File: src/rtl/riscv_pkg.sv
// Shared core definitions: ISA constants, default datapath width and the
// instruction-fetch FSM encoding.
package riscv_pkg;

  localparam int          XLEN_DEFAULT = 32;
  localparam logic [31:0] NOP_INSTR    = 32'h0000_0013;  // addi x0, x0, 0

  typedef enum logic [1:0] {
    FETCH_IDLE,
    FETCH_REQ,
    FETCH_WAIT,
    FETCH_DROP
  } fetch_state_e;

endpackage

File: src/rtl/fetch_skid_buf.sv
// One-entry {instr, pc} holding buffer for a fetch response that could not
// enter IF/ID in the cycle it arrived. Clear beats load, load beats drain.
module fetch_skid_buf
  import riscv_pkg::*;
#(
  parameter int XLEN = XLEN_DEFAULT
) (
  input  logic            clk,
  input  logic            reset,
  input  logic            load,
  input  logic            drain,
  input  logic            clear,
  input  logic [31:0]     instr_i,
  input  logic [XLEN-1:0] pc_i,
  output logic            valid_o,
  output logic [31:0]     instr_o,
  output logic [XLEN-1:0] pc_o
);

  logic            valid_q, valid_d;
  logic [31:0]     buf_instr_q, buf_instr_d;
  logic [XLEN-1:0] buf_pc_q, buf_pc_d;

  always_comb begin
    valid_d     = valid_q;
    buf_instr_d = buf_instr_q;
    buf_pc_d    = buf_pc_q;
    if (clear) begin
      valid_d = 1'b0;
    end else if (load) begin
      valid_d     = 1'b1;
      buf_instr_d = instr_i;
      buf_pc_d    = pc_i;
    end else if (drain) begin
      valid_d = 1'b0;
    end
  end

  // Only the occupancy flag needs reset; the payload is qualified by it.
  always_ff @(posedge clk) begin
    if (reset) valid_q <= 1'b0;
    else       valid_q <= valid_d;
    buf_instr_q <= buf_instr_d;
    buf_pc_q    <= buf_pc_d;
  end

  assign valid_o = valid_q;
  assign instr_o = buf_instr_q;
  assign pc_o    = buf_pc_q;

endmodule

File: src/rtl/fetch_stage.sv
// RV32I instruction-fetch stage: PC, single-outstanding imem requests, skid
// buffer for stalled responses, and the IF/ID pipeline register.
module fetch_stage
  import riscv_pkg::*;
#(
  parameter int              XLEN     = XLEN_DEFAULT,
  parameter logic [XLEN-1:0] RESET_PC = '0
) (
  input  logic            clk,
  input  logic            reset,
  input  logic            stall,
  input  logic            flush_d,
  input  logic            pc_src_e,
  input  logic [XLEN-1:0] pc_target_e,
  output logic            imem_req,
  output logic [XLEN-1:0] imem_addr,
  input  logic            imem_gnt,
  input  logic            imem_rvalid,
  input  logic [31:0]     imem_rdata,
  output logic [31:0]     instr_d,
  output logic [XLEN-1:0] pc_d,
  output logic [XLEN-1:0] pc_plus4_d,
  output logic            valid_d
);

  localparam logic [XLEN-1:0] PC_STEP    = XLEN'(4);
  localparam logic [XLEN-1:0] ALIGN_MASK = ~XLEN'(3);

  fetch_state_e    state_q, state_d;
  logic [XLEN-1:0] pc_f_q, pc_f_d;
  logic [XLEN-1:0] req_pc_q, req_pc_d;
  logic [31:0]     ifid_instr_q, ifid_instr_d;
  logic [XLEN-1:0] ifid_pc_q, ifid_pc_d;
  logic [XLEN-1:0] ifid_pc4_q, ifid_pc4_d;
  logic            ifid_valid_q, ifid_valid_d;

  logic            rsp, deliver, fire, skid_load, skid_drain;
  logic            skid_valid;
  logic [31:0]     skid_instr;
  logic [XLEN-1:0] skid_pc;

  // A response goes straight to IF/ID only when nothing holds IF/ID and no
  // older instruction sits in the skid; otherwise it is parked in the skid.
  always_comb begin
    rsp        = (state_q == FETCH_WAIT) && imem_rvalid;
    deliver    = rsp && !pc_src_e && !stall && !flush_d && !skid_valid;
    skid_load  = rsp && !pc_src_e && !deliver;
    skid_drain = skid_valid && !pc_src_e && !stall && !flush_d;
    case (state_q)
      FETCH_REQ:  imem_req = !stall && !skid_valid && !pc_src_e;
      FETCH_WAIT: imem_req = deliver;
      default:    imem_req = 1'b0;
    endcase
    fire = imem_req && imem_gnt;
  end

  assign imem_addr = pc_f_q;

  always_comb begin
    state_d  = state_q;
    pc_f_d   = pc_f_q;
    req_pc_d = req_pc_q;
    if (fire) begin
      pc_f_d   = pc_f_q + PC_STEP;
      req_pc_d = pc_f_q;
    end
    if (pc_src_e) begin
      pc_f_d = pc_target_e & ALIGN_MASK;
      // An in-flight response that has not returned yet must be swallowed.
      if ((state_q == FETCH_WAIT || state_q == FETCH_DROP) && !imem_rvalid)
        state_d = FETCH_DROP;
      else
        state_d = FETCH_REQ;
    end else begin
      case (state_q)
        FETCH_IDLE: state_d = FETCH_REQ;
        FETCH_REQ:  if (fire) state_d = FETCH_WAIT;
        FETCH_WAIT: if (rsp) state_d = fire ? FETCH_WAIT : FETCH_REQ;
        FETCH_DROP: if (imem_rvalid) state_d = FETCH_REQ;
        default:    state_d = FETCH_IDLE;
      endcase
    end
  end

  always_comb begin
    ifid_instr_d = ifid_instr_q;
    ifid_pc_d    = ifid_pc_q;
    ifid_pc4_d   = ifid_pc4_q;
    ifid_valid_d = ifid_valid_q;
    if (pc_src_e || flush_d || !stall) begin
      ifid_instr_d = NOP_INSTR;
      ifid_pc_d    = '0;
      ifid_pc4_d   = '0;
      ifid_valid_d = 1'b0;
      if (!pc_src_e && !flush_d) begin
        if (deliver) begin
          ifid_instr_d = imem_rdata;
          ifid_pc_d    = req_pc_q;
          ifid_pc4_d   = req_pc_q + PC_STEP;
          ifid_valid_d = 1'b1;
        end else if (skid_valid) begin
          ifid_instr_d = skid_instr;
          ifid_pc_d    = skid_pc;
          ifid_pc4_d   = skid_pc + PC_STEP;
          ifid_valid_d = 1'b1;
        end
      end
    end
  end

  always_ff @(posedge clk) begin
    if (reset) begin
      state_q      <= FETCH_IDLE;
      pc_f_q       <= RESET_PC;
      ifid_instr_q <= NOP_INSTR;
      ifid_pc_q    <= '0;
      ifid_pc4_q   <= '0;
      ifid_valid_q <= 1'b0;
    end else begin
      state_q      <= state_d;
      pc_f_q       <= pc_f_d;
      ifid_instr_q <= ifid_instr_d;
      ifid_pc_q    <= ifid_pc_d;
      ifid_pc4_q   <= ifid_pc4_d;
      ifid_valid_q <= ifid_valid_d;
    end
    req_pc_q <= req_pc_d;
  end

  fetch_skid_buf #(.XLEN(XLEN)) u_skid (
    .clk     (clk),
    .reset   (reset),
    .load    (skid_load),
    .drain   (skid_drain),
    .clear   (pc_src_e),
    .instr_i (imem_rdata),
    .pc_i    (req_pc_q),
    .valid_o (skid_valid),
    .instr_o (skid_instr),
    .pc_o    (skid_pc)
  );

  assign instr_d    = ifid_instr_q;
  assign pc_d       = ifid_pc_q;
  assign pc_plus4_d = ifid_pc4_q;
  assign valid_d    = ifid_valid_q;

endmodule

File: config.mk
export PLATFORM = sky130hd
export DESIGN_NAME = fetch_stage
export DESIGN_NICKNAME = d
export VERILOG_FILES = /design/src/rtl/riscv_pkg.sv /design/src/rtl/fetch_skid_buf.sv /design/src/rtl/fetch_stage.sv
export SDC_FILE = /design/constraint.sdc
export NUM_CORES = 1
export LEC_CHECK = 0
export CORE_MARGIN = 8
export CORE_UTILIZATION = 40
export CTS_CLUSTER_DIAMETER = 40
export DETAILED_ROUTE_END_ITERATION = 10
export MAX_ROUTING_LAYER = met4
export PLACE_DENSITY = 0.76
export SYNTH_ARGS = -nofsm -noshare
export SYNTH_HDL_FRONTEND = slang
export SYNTH_HIERARCHICAL = 1
export SYNTH_SLANG_ARGS = --single-unit
File: constraint.sdc
create_clock -name clk -period 6.1 [get_ports clk]
set_input_delay 1.22 -clock clk [delete_from_list [all_inputs] [get_ports clk]]
set_output_delay 1.22 -clock clk [all_outputs]
set_load 0.01 [all_outputs]
==> metrics.yaml, run 1 <==
ys_seq_area_share_pct: 56.2
final_hold_viol_count: 0
min_period_over_period_pct: 73.4
vias_per_cell: 5.72
r2r-start: "state_q[0]"
clock_latency_ns: 0.55
timing.rr.end: "imem_addr[3]"
die-height_um: 171
design_area_um2: 12800
synth_warnings: 6
cts_sinks: 222
rows: 56
place_ws_ns: 1.65
fin_nets: 1159
area_growth_pct: 34.0
synthFlopType: "dfxtp_1"
place_area_um2: 11900
r2r_cells: 8
r2r_slack_ns: 3.14
required_ns: 4.88
synthArstFlopShare_pct: 0
slew-limit-headroom_pct: 17.5
antenna_found_initial: 1
clock_tree.buffer_depth: 3
final_layout_size_suffix_gt1_share_pct: 8.68
cts_root_buffer: "clkbuf_16"
startpoint: "stall"
dp_hpwl_um: 20800
p_per_area_nw_per_um2: 267
synth_area_per_cell_um2: 10.8
grt_use_total_pct: 20.7
rsz0062_at_grt: "false"
drt_iter0_drc: 1134
io_buffers: 196
ys_types: 66
switching_share_pct: 23.5
die_area_um2: 29200
power_switching_mw: 0.805
drcViolationCount: 0
status: "complete, no violations"
synth-edff-count: 94
vias: 8156
synthesis.area_um2: 9580
fin_skew_ns: 0.0207
cts_buffers: 30
grt_pass1_wl_um: 46700
worstSetupEndpointType: "output port"
grt-ovfl-total: 0
setup_viol: 0
clock_power_share_pct: 48.9
power_frac_comb_pct: 4.8
internal_power_mw: 2.62
setup_tns_ns: 0
die_w_um: 171
synthCells: 890
fin_ws_ns: 1.62
final.min_clock_period_ns: 4.48
routedWlPerCell_um: 20.9
worst-path-max-fanout: 18
cap_viol_max_count: 0
ir_drop_uv: 244
cts_resized: 0
fmax_ghz: 0.223
layout_commonest_cell: "clkdlybuf4s50_1"
first_global_vias: 8276
power_frac_seq_pct: 46.3
gp_congestion: 0.875
htree_levels: 1
wirelength_um: 29800
p_leak_nw: 4.37
start_kind: "primary input"
drtAntennaViolNets: 0
ioPinCount: 201
grt_max_degree: 78
num-fill-cells: 2025
ys_ff_latch: 222
post_cts_buffers: 0
drv_slew: 0
clk_pin_slew_ns: 0.06
cts_tree: "built"
design.core.area_um2: 23500
worst_slew_pin_slew_ns: 1.23
crit_type: "primary input to output port"
critPathCapture: "imem_req"
start_util_pct: 40.8
crit_arrival_ns: 3.26
cts_hold_buf: 0
firstDrtPassIters: 7
final_cell_mix: "195 x clkdlybuf4s50_1, 128 x dfxtp_1, 113 x nor2_1"
hp-class: "flop to flop"
## cells by family after synthesis
kind of cell	Yosys count	share of synthesized area, %
buf+inv	65	2.87
compound gates	193	15.3
other cells	1	0.0391
flops	222	56.2
simple gates	321	17.1
xor+xnor	70	6.40
mux	12	1.27
fa+ha+maj	6	0.784
## flip-flops by register name, summed over array words and instances, names as in the netlist
signal / count
u_skid/pc_o: 32
imem_addr: 30
pc_d: 32
req_pc_q: 30
instr_d: 32
u_skid/valid_o: 1
state_q: 2
pc_plus4_d: 30
valid_d: 1
u_skid/instr_o: 32
## worst min path at each step
stage / slack (ns) / end / cells past startpoint / from
after floorplan: 0.47 / pc_d[0] / 2 / u_skid/pc_o[0]
after global placement: 0.44 / pc_plus4_d[13] / 1 / pc_plus4_d[13]
after detailed placement: 0.44 / pc_plus4_d[10] / 2 / pc_plus4_d[10]
after CTS: 0.46 / pc_plus4_d[10] / 2 / pc_plus4_d[10]
after global routing: 0.47 / pc_plus4_d[10] / 2 / pc_plus4_d[10]
final: 0.45 / pc_plus4_d[10] / 2 / pc_plus4_d[10]
## Yosys cell counts (all sizes together) (2+ instances only)
library cell    n  area share [%]
o21a            5            0.39
o211ai          4            0.37
a311oi          2            0.18
o22ai           7            0.46
inv            11            0.43
and3           16             1.0
a21o            2            0.16
nand4          32             2.4
a21oi          38             2.0
a22o            9            0.82
nand2          76             3.0
or2             2            0.13
nor2b           4            0.34
edfxtp         94              29
xnor2          38             3.5
a31oi           4            0.26
a211oi          6            0.47
nand3          31             1.7
a22oi          25             2.0
mux2i          11             1.1
dfxtp         128              27
ha              6            0.78
nor4            8             1.2
nor3           20             1.1
nand2b          2            0.13
clkbuf         38             1.5
a2bb2oi         6            0.55
xor2           32             2.9
a32o            3            0.31
or4             2            0.16
or3             4            0.26
buf            15            0.91
nor4b           2            0.40
a222oi         46             4.8
o21ai          20             1.1
o221ai          8            0.73
and4            2            0.18
a221oi          3            0.27
nor2          114             4.5
and2            3            0.20
## cell type report
cell class / instances / area [um^2] / area share, %
diodes: 1 / 2.50 / 0.0195
clock buffers: 36 / 815 / 6.35
clock inverters: 20 / 166 / 1.30
inverters: 12 / 45.0 / 0.351
multi-input cells: 606 / 3960 / 30.8
flip-flops and latches: 222 / 5390 / 42.0
well taps: 319 / 399 / 3.11
repair buffers: 210 / 2060 / 16.1
## routing by layer
layer / wire, um / up-vias / GRT usage (%)
li1: - / 3744 / -
met1: 12300 / 3924 / 26.1
met2: 14000 / 414 / 32.1
met3: 2290 / 74 / 3.85
met4: 1250 / 0 / 9.23
met5: 0 / - / -
## power groups by stage
stage | logic [mW] | registers, mW | clock network, mW
6_report | 0.164 | 1.59 | 1.68
5_1_grt | 0.176 | 1.59 | 1.77
4_1_cts | 0.164 | 1.58 | 1.70
3_5_place_dp | 0.162 | 1.62 | 0
3_3_place_gp | 0.161 | 1.62 | 0
2_1_floorplan | 0.0652 | 1.61 | 0
## critical path, cell delays in order
cell	delay (ns)
clkdlybuf4s50_1	0.75
nor2_1	0.34
nand4_1	0.15
a21oi_1	0.22
clkdlybuf4s50_1	0.58
## per-stage QoR
step	power (mW)	utilization, %	instances	hold WS (ns)
detailed placement	1.78	50.5	1369	0.443
floorplan	1.68	-	893	0.472
CTS	3.45	54.7	1425	0.457
global placement	1.78	50.5	1369	0.437
global route	3.53	54.7	1426	0.469
finish	3.43	54.7	1426	0.450
(Power assumes the default switching activity.)
==> run 2, diff against run 1 <==
==> constraint.sdc (replaced) <==
create_clock -name clk -period 4.3 [get_ports clk]
set_input_delay 0.86 -clock clk [delete_from_list [all_inputs] [get_ports clk]]
set_output_delay 0.86 -clock clk [all_outputs]
set_load 0.01 [all_outputs]
==> run 2 against run 1 <==
- cell area about the same
- core utilization about the same
- routed wire length decreased by 1.7%
- global-route usage is 0.59 points lower
- critical path depth unchanged
- clock-buffer cell count fell by 5
- die area unchanged
- non-clock buffer count is 5 higher
==> metrics.yaml, run 2 (synthesized netlist as in run 1, its figures left out) <==
worstSetupEndpointType: "output port"
fin_ws_ns: 0.867  # -0.753 ns
clock_latency_ns: 0.54  # about the same
whs_path_depth: 2  # unchanged
drcViolationCount: 0  # unchanged
ir_drop_uv: 269  # +10%
ioPinCount: 201  # unchanged
min_period_over_period_pct: 79.8
antenna_found_initial: 0  # -1
rows: 56  # unchanged
p_leak_nw: 4.38  # +0.36%
p_per_area_nw_per_um2: 374  # +40%
power.total_mw: 4.81  # +40%
timing.rr.end: "state_q[0]"
gp_congestion: 0.899  # +2.8%
firstDrtPassIters: 8  # +1
final_layout_size_suffix_gt1_share_pct: 8.84  # +0.16 points
htree_levels: 1  # unchanged
fin_skew_ns: 0.0171  # -0.00366 ns
clk_pin_slew_ns: 0.06  # about the same
clock_tree.buffer_depth: 3  # unchanged
crit_arrival_ns: 2.57  # -0.69 ns
slew-limit-headroom_pct: 35.8  # +18 points
cts_buffers: 29  # -3.3%
r2r_slack_ns: 1.66  # -1.48 ns
grt_pass1_wl_um: 45600  # -2.4%
switching_share_pct: 23.5  # -0.036 points
die_area_um2: 29200  # unchanged
vias_per_cell: 5.65  # -1.1%
grt-ovfl-total: 0  # unchanged
final_cell_mix: "195 x clkdlybuf4s50_1, 128 x dfxtp_1, 113 x nor2_1"
fin_util_pct: 54.7  # about the same
clock_power_share_pct: 48.4  # -0.5 points
setup_tns_ns: 0  # unchanged
die_w_um: 171  # unchanged
fin_cells: 1428  # +0.14%
io_buffers: 196  # unchanged
final_hold_viol_count: 0  # unchanged
design.core.area_um2: 23500  # unchanged
post_cts_buffers: 0  # unchanged
cts_tree: "built"
area_growth_pct: 34.0  # about the same
internal_power_mw: 3.68  # +40%
wirelength_um: 29300  # -1.7%
rsz0062_at_grt: "false"
fin_nets: 1163  # +0.35%
grt_use_total_pct: 20.1  # -0.59 points
drtAntennaViolNets: 0  # unchanged
drt_iter0_drc: 867  # -24%
grt_max_degree: 71  # -9.0%
cts_root_buffer: "clkbuf_16"
place_ws_ns: 0.822  # -0.829 ns
layout_commonest_cell: "clkdlybuf4s50_1"
dp_hpwl_um: 20700  # -0.60%
start_util_pct: 40.8  # unchanged
hp-class: "flop to flop"
crit_type: "primary input to output port"
cts_sinks: 222  # unchanged
r2r_cells: 8  # unchanged
diodes: 0  # -1
worst-path-max-fanout: 10  # -8
drv_slew: 0  # unchanged
vias: 8075  # -0.99%
status: "complete, no violations"
start_kind: "primary input"
power_frac_seq_pct: 46.8  # +0.5 points
required_ns: 3.44  # -1.44 ns
final.min_clock_period_ns: 3.43
cts_hold_buf: 0  # unchanged
hold_end: "pc_plus4_d[25]"
cap_viol_max_count: 0  # unchanged
die-height_um: 171  # unchanged
min_from: "pc_plus4_d[25]"
dp_cells: 1374  # +0.37%
routedWlPerCell_um: 20.5  # -1.9%
fmax_ghz: 0.291
r2r-start: "state_q[0]"
cts_resized: 0  # unchanged
startpoint: "pc_src_e"
power_frac_comb_pct: 4.8  # about the same
worst_slew_pin_slew_ns: 0.955  # -0.279 ns
setup_viol: 0  # unchanged
first_global_vias: 7986  # -3.5%
power_switching_mw: 1.13  # +40%
run 2: cell types whose count changed in the layout (fill, tap and decap cells not counted), sizes merged:
| cell | delta |
|---|---|
| buf | +5 |
| bufinv | +1 |
| clkbuf | -5 |
| clkinv | +1 |
| clkinvlp | -1 |
| diode | -1 |
| inv | +2 |
run 2: how the worst max path moves through the flow:
stage	slack (ns)	end	cells after the start
final	0.87	imem_req	5
after global routing	0.73	imem_req	5
after CTS	0.85	imem_req	5
after detailed placement	0.82	state_q[0]	7
after global placement	0.84	imem_req	5
after floorplan	0.54	u_skid/instr_o[0]	6
run 2: power groups by stage:
stage               clock network [mW]  registers (mW)  logic (mW)
floorplan                            0            2.29      0.0925
global route                      2.45            2.25       0.249
detailed placement                   0            2.29       0.230
global placement                     0            2.29       0.228
finish                            2.33            2.25       0.231
CTS                               2.36            2.25       0.231
run 2: final cells by class:
class,count,area (um^2)
Sequential cell,222,5390
Fill cell,2028,10600
Clock buffer,31,743
Tap cell,319,399
Clock inverter,23,199
Timing Repair Buffer,215,2110
Inverter,12,45.0
Multi-Input combinational cell,606,3960
run 2: worst max-delay path, stage by stage:
cell	delay, ns
clkdlybuf4s50_1	0.61
nor2_1	0.24
nand4_1	0.14
a21oi_1	0.16
clkdlybuf4s50_1	0.56
run 2: metrics by stage:
step | hold WS (ns) | area [um^2]
CTS | 0.456 | 12800
global route | 0.477 | 12800
floorplan | 0.472 | 9590
global placement | 0.438 | 11900
finish | 0.454 | 12800
detailed placement | 0.445 | 11900
run 2: per-layer routing:
layer | global-route usage [%] | share of wire [%]
met4 | 7.59 | 3.5
met2 | 31.1 | 47
met5 | - | 0
met3 | 3.94 | 8.3
met1 | 25.8 | 42
